$ cat config.mk
export PLATFORM = sky130hd
export DESIGN_NAME = fpu_addsub
export DESIGN_NICKNAME = d
export VERILOG_FILES = /design/src/rtl/fpu_addsub.sv
export SDC_FILE = /design/constraint.sdc
export NUM_CORES = 1
export LEC_CHECK = 0
export CAP_MARGIN = 20
export CORE_AREA = 4 4 210 212
export CTS_CLUSTER_DIAMETER = 100
export DETAILED_ROUTE_END_ITERATION = 7
export DIE_AREA = 0 0 214 216
export DONT_BUFFER_PORTS = 1
export GPL_TIMING_DRIVEN = 1
export PLACE_DENSITY = 0.62
export SLEW_MARGIN = 5
export SYNTH_ARGS = -nofsm -noshare
export SYNTH_HDL_FRONTEND = slang
export SYNTH_SLANG_ARGS = --single-unit
$ cat constraint.sdc
create_clock -name clock -period 18.6 [get_ports clock]
set_input_delay 2.79 -clock clock [delete_from_list [all_inputs] [get_ports clock]]
set_output_delay 2.79 -clock clock [all_outputs]
set_load 0.03 [all_outputs]
$ cat src/rtl/fpu_addsub.sv
// Multi-cycle floating-point adder/subtractor (IDLE/ALIGN/ADD/NORM/ROUND/DONE).
// Define FPU_ROUND_NEAREST_EN for round-to-nearest-even; otherwise results are truncated.
module fpu_addsub #(
  parameter int EXP_W = 6,
  parameter int MAN_W = 25
) (
  input  logic                   clock,
  input  logic                   reset,
  input  logic                   in_valid,
  output logic                   in_ready,
  input  logic                   op_sub,
  input  logic [EXP_W+MAN_W:0]   op_A_in,
  input  logic [EXP_W+MAN_W:0]   op_B_in,
  output logic                   out_valid,
  input  logic                   out_ready,
  output logic [EXP_W+MAN_W:0]   data_out,
  output logic [3:0]             status_out,
  output logic [2:0]             state_dbg
);
  // Handshake: a transfer happens on a rising edge where valid and ready are both high;
  // in_ready is high only in IDLE and out_valid only in DONE, where outputs are held until out_ready.
  localparam int W     = 1 + EXP_W + MAN_W;
  localparam int SIG_W = MAN_W + 1;
  localparam int EXT_W = SIG_W + 3;
  localparam int SUM_W = EXT_W + 1;
  localparam int EW    = EXP_W + 2;
  localparam int LZ_W  = $clog2(EXT_W + 1);
  localparam logic signed [EW-1:0] EXP_MAX = EW'((1 << EXP_W) - 1);

  typedef enum logic [2:0] {IDLE, ALIGN, ADD, NORM, ROUND, DONE} state_t;
  state_t state, state_nxt;

  logic [W-1:0]           a_r, b_r;
  logic                   sub_r, sign_r, eff_sub_r, zero_r;
  logic [EXT_W-1:0]       big_r, small_r, norm_r;
  logic [SUM_W-1:0]       sum_r;
  logic signed [EW-1:0]   exp_r;

  function automatic logic [LZ_W-1:0] lzc(input logic [EXT_W-1:0] v);
    lzc = LZ_W'(EXT_W);
    for (int i = 0; i < EXT_W; i++) begin
      if (v[i]) lzc = LZ_W'(EXT_W - 1 - i);
    end
  endfunction

  always_ff @(posedge clock or posedge reset) begin
    if (reset) state <= IDLE;
    else       state <= state_nxt;
  end

  always_comb begin
    state_nxt = state;
    in_ready  = 1'b0;
    case (state)
      IDLE: begin
        in_ready = 1'b1;
        if (in_valid) state_nxt = ALIGN;
      end
      ALIGN:   state_nxt = ADD;
      ADD:     state_nxt = NORM;
      NORM:    state_nxt = ROUND;
      ROUND:   state_nxt = DONE;
      DONE:    if (out_ready) state_nxt = IDLE;
      default: state_nxt = IDLE;
    endcase
  end

  assign state_dbg = state;

  // Alignment: exponent field 0 means zero, so its significand carries no hidden bit.
  logic [EXP_W-1:0]     a_exp, b_exp, big_exp, small_exp, diff;
  logic                 a_sign, b_sign, a_big, big_sign, eff_sub;
  logic [SIG_W-1:0]     a_sig, b_sig, big_sig, small_sig;
  logic [2*EXT_W-1:0]   wide;
  logic [EXT_W-1:0]     aligned;

  always_comb begin
    a_exp     = a_r[W-2 -: EXP_W];
    b_exp     = b_r[W-2 -: EXP_W];
    a_sign    = a_r[W-1];
    b_sign    = b_r[W-1] ^ sub_r;
    a_sig     = (a_exp != '0) ? {1'b1, a_r[MAN_W-1:0]} : '0;
    b_sig     = (b_exp != '0) ? {1'b1, b_r[MAN_W-1:0]} : '0;
    a_big     = (a_r[W-2:0] >= b_r[W-2:0]);
    big_exp   = a_big ? a_exp : b_exp;
    small_exp = a_big ? b_exp : a_exp;
    big_sig   = a_big ? a_sig : b_sig;
    small_sig = a_big ? b_sig : a_sig;
    big_sign  = a_big ? a_sign : b_sign;
    eff_sub   = a_sign ^ b_sign;
    diff      = big_exp - small_exp;
    wide      = {small_sig, 3'b000, {EXT_W{1'b0}}} >> diff;
    if (int'(diff) > MAN_W + 2)
      aligned = {{(EXT_W-1){1'b0}}, |small_sig};
    else
      aligned = {wide[2*EXT_W-1:EXT_W+1], wide[EXT_W] | (|wide[EXT_W-1:0])};
  end

  // Normalisation: carry-out shifts right once, otherwise shift out leading zeros.
  logic [LZ_W-1:0]      lz;
  logic [EXT_W-1:0]     norm_sig;
  logic signed [EW-1:0] norm_exp;

  always_comb begin
    lz = lzc(sum_r[EXT_W-1:0]);
    if (sum_r[SUM_W-1]) begin
      norm_sig = {sum_r[SUM_W-1:2], sum_r[1] | sum_r[0]};
      norm_exp = exp_r + EW'(1);
    end else begin
      norm_sig = sum_r[EXT_W-1:0] << lz;
      norm_exp = exp_r - EW'(lz);
    end
  end

  logic [SIG_W:0]       rounded;
  logic signed [EW-1:0] exp_f;
  logic [MAN_W-1:0]     man_f;
  logic                 inexact;
  logic [W-1:0]         res_data;
  logic [3:0]           res_status;

  always_comb begin
    inexact = |norm_r[2:0];
`ifdef FPU_ROUND_NEAREST_EN
    rounded = {1'b0, norm_r[EXT_W-1:3]}
            + (SIG_W+1)'(norm_r[2] & (norm_r[1] | norm_r[0] | norm_r[3]));
`else
    rounded = {1'b0, norm_r[EXT_W-1:3]};
`endif
    if (rounded[SIG_W]) begin
      exp_f = exp_r + EW'(1);
      man_f = rounded[MAN_W:1];
    end else begin
      exp_f = exp_r;
      man_f = rounded[MAN_W-1:0];
    end
    res_data   = {sign_r, exp_f[EXP_W-1:0], man_f};
    res_status = {inexact, 3'b000};
    if (zero_r) begin
      res_data   = '0;
      res_status = 4'b0001;
    end else if (!exp_f[EW-1] && exp_f > EXP_MAX) begin
      res_data   = {sign_r, {(W-1){1'b1}}};
      res_status = 4'b1010;
    end else if (exp_f[EW-1] || exp_f == '0) begin
      res_data   = '0;
      res_status = 4'b1101;
    end
  end

  always_ff @(posedge clock or posedge reset) begin
    if (reset) begin
      a_r        <= '0;
      b_r        <= '0;
      sub_r      <= 1'b0;
      sign_r     <= 1'b0;
      eff_sub_r  <= 1'b0;
      zero_r     <= 1'b0;
      big_r      <= '0;
      small_r    <= '0;
      norm_r     <= '0;
      sum_r      <= '0;
      exp_r      <= '0;
      out_valid  <= 1'b0;
      data_out   <= '0;
      status_out <= '0;
    end else begin
      case (state)
        IDLE: if (in_valid) begin
          a_r   <= op_A_in;
          b_r   <= op_B_in;
          sub_r <= op_sub;
        end
        ALIGN: begin
          big_r     <= {big_sig, 3'b000};
          small_r   <= aligned;
          exp_r     <= EW'(big_exp);
          sign_r    <= big_sign;
          eff_sub_r <= eff_sub;
        end
        ADD: sum_r <= eff_sub_r ? ({1'b0, big_r} - {1'b0, small_r})
                                : ({1'b0, big_r} + {1'b0, small_r});
        NORM: begin
          norm_r <= norm_sig;
          exp_r  <= norm_exp;
          zero_r <= (sum_r == '0);
        end
        ROUND: begin
          data_out   <= res_data;
          status_out <= res_status;
          out_valid  <= 1'b1;
        end
        DONE: if (out_ready) out_valid <= 1'b0;
        default: ;
      endcase
    end
  end
endmodule
==> flow_summary_export.csv <==
group,metric,value,unit
setup_path,required,19.02,ns
min_path,hp-class,"flip-flop to flip-flop",
sta,setup_violations,0,
detailed_routing,dr.pass1.iters,6,
floorplan,core-area,41900,um^2
grt,grt_antenna_before_repair,1,
yosys,synth.largest_area_cell,"dfrtp_1",
sta,rsz0062_at_grt,"no",
sta,hold_slack,0.486,ns
status,outcome,"completed",
cts,htree_levels,1,
yosys,synth_most_common_cell,"nand2_1",
sta,fin_crit,6.16,ns
sta,fin_crit_sh,0.331,
layout,area_delta_synth_final,7.74,%
yosys,mappedNetlistArea,17200,um^2
yosys,yosysWarnings,0,
detailed_routing,drt-met1-wl,23.1,mm
cts,cts_sinks,229,
grt,grt-ovfl-total,0,
cts,clk_latency,0.56,ns
cts,cts_root_buf,"clkbuf_16",
floorplan,die_y,216,um
yosys,ys_ff_latch,229,
sta,finalClockSkew,0.0179,ns
grt,grt_pass1_wl,85.8,mm
setup_path,worstPathArrival,6.59,ns
placed_design,dpl_cell_area,17600,um^2
yosys,synth.distinct_cells,85,
detailed_routing,num_vias,15800,
floorplan,die_area,46200,um^2
detailed_routing,drc,0,
yosys,syn_avg_cell_area,8.29,um^2
sta,finalHoldViolCount,0,
floorplan,initial_core_util,0.410,
setup_path,cp-end-kind,"flip-flop",
sta,slew_headroom,0.207,
setup_path,path_class,"flip-flop to flip-flop",
sta,slew_viol_final,0,
detailed_routing,wl_per_cell,20.9,um
floorplan,core.rowCount,75,
cts,clk_pin_slew,0.06,ns
yosys,ys_top_cells_by_count,"nand2_1, dfrtp_1, o21ai_0, nor2_1, a21oi_1",
sta,max_freq,162,MHz
detailed_routing,top_layer_used,"met5",
job,maxCapViolCount,0,
setup_path,start_kind,"flip-flop",
yosys,synth_edf_count,0,
placed_design,hpwl,39.8,mm
placed_design,place.gp.congestion,0.937,
floorplan,die_w,214,um
cts,cts_resized,0,
setup_path,cp_max_fo,39,
setup_path,cp.buffers_inverters,3,
floorplan,ioPinCount,110,
yosys,synth_cells,2074,
grt,groute.usage.overall,0.224,
setup_path,crit_path_frequent_cell,"a21oi_1",
yosys,ys_seq_area_frac,0.333,
setup_path,cp_slowest_stage_delay,0.63,ns
setup_path,cp_top_family,"compound AO/OA/AOI/OAI gates",
setup_path,cp_slowest_cell,"clkinv_1",
detailed_routing,vias_per_cell,6.18,
cts,cts_tree,"built",
cts,cts_hold_buffers,0,
cts,cts_setup_buffers,0,
detailed_routing,routed_wl,53.5,mm
yosys,yosys.area.top_type_share,0.333,
sta,setup_tns,0,ns
layout,drive_gt1_frac,0.0837,
detailed_routing,wl_met3,3.48,mm
cts,cts_max_path_buffers,3,
yosys,syn_nets,2237,
detailed_routing,antenna_left,0,
layout,stdcell_area,18500,um^2
sta,worst_slew_pin_slew,1.19,ns
placed_design,io_buffers,0,
layout,fillCellCount,4165,
grt,grt_max_degree,104,
layout,final_nets,2166,
detailed_routing,wl_met2,25.1,mm
grt,grt_pass1_vias,15400,
yosys,synth_area_leaders,"dfrtp_1, ha_1, o21ai_0",
cts,cts_made_buffers,27,
setup_path,crit_chain,"inv_1 > ha_1 > a2111oi_0 > o21a_1 > nor2_1 > nor3_2 > a21o_1 > a21oi_1 > ha_1 > buf_4 > clkinv_1 > nor2_1 > a222oi_1 > a21oi_1 > a2bb2oi_1 > a2111oi_2 > nand4_1 > o41ai_1 > a21oi_1",
yosys,synth_flop_cell,"dfrtp_1",
detailed_routing,drtIter0Drc,1366,
yosys,async_reset_ff_frac,1.00,
layout,antennaDiodeCount,0,
[tightest hold or removal path, cell delays in order, from the launching register on]
cell	delay, ns
dfrtp_1	0.34
nand2_1	0.05
o21ai_0	0.06
[area by class of cell]
type	count	area, um^2	area share
clock buffer	37	753	0.0407
multi-input combinational	1604	10600	0.570
tap	539	674	0.0364
sequential	229	5730	0.309
clock inverter	9	148	0.00797
inverter	108	413	0.0223
timing repair buffer	33	248	0.0134
[cell usage in the layout (no fill, tap or decap), types with 15 or more instances in the layout]
cell	instances
buf_4	33
clkbuf_16	27
nand2b_1	18
o22ai_1	19
nor2_1	201
o211ai_1	21
a221oi_1	56
a31oi_1	24
nand2_1	235
inv_1	103
xor2_1	18
dfrtp_1	229
ha_1	92
mux2i_1	70
nand3_1	58
xnor2_1	16
and2_1	16
nor3_1	41
a21oi_1	125
or3_1	15
a21o_1	17
mux2_2	51
o21ai_0	211
o31ai_1	22
a211oi_1	31
a22oi_1	19
[stage by stage]
stage,utilization,worst slack (ns),std cells
after floorplan,-,9.53,2074
after global placement,0.420,12.73,2513
after detailed placement,0.420,12.58,2513
after CTS,0.442,12.56,2559
after global routing,0.442,11.99,2559
final,0.442,12.44,2559
[cell families (layout without fill, tap and decap cells)]
family	after synthesis	in the layout	share of synthesized area
adder cells (fa/ha/maj)	94	94	0.0693
multiplexers	134	134	0.0912
buffers and inverters	241	187	0.0543
AND/OR/NAND/NOR	667	667	0.176
XOR/XNOR	36	36	0.0188
AO/OA/AOI/OAI	673	673	0.258
flip-flops	229	229	0.333
[layer usage]
layer	track usage	vias up
met4	0.0739	2
met1	0.299	7598
met5	0	-
met2	0.378	624
li1	-	7469
met3	0.0308	128
[state kept, by name, indices dropped and copies added, names as in the netlist]
signal / count
a_r: 32
b_r: 32
data_out: 32
sum_r: 30
small_r: 29
norm_r: 28
big_r: 26
exp_f: 8
status_out: 4
state_dbg: 3
eff_sub_r: 1
out_valid: 1
sign_r: 1
sub_r: 1
zero_r: 1
[worst paths after layout]
path | startpoint | end | slack, ns | cells past startpoint
max | b_r[28] | small_r[0] | 12.44 | 19
min | norm_r[3] | norm_r[3] | 0.49 | 2
max reg2reg | b_r[28] | small_r[0] | 12.44 | 19
min reg2reg | norm_r[3] | norm_r[3] | 0.49 | 2
max in group asynchronous | reset | norm_r[23] | 14.97 | 2
min in group asynchronous | reset | a_r[26] | 2.21 | 1
Power is left out: the tool's default activity adds up to more than one toggle a clock period on the data nets, which glitch-free logic cannot reach.
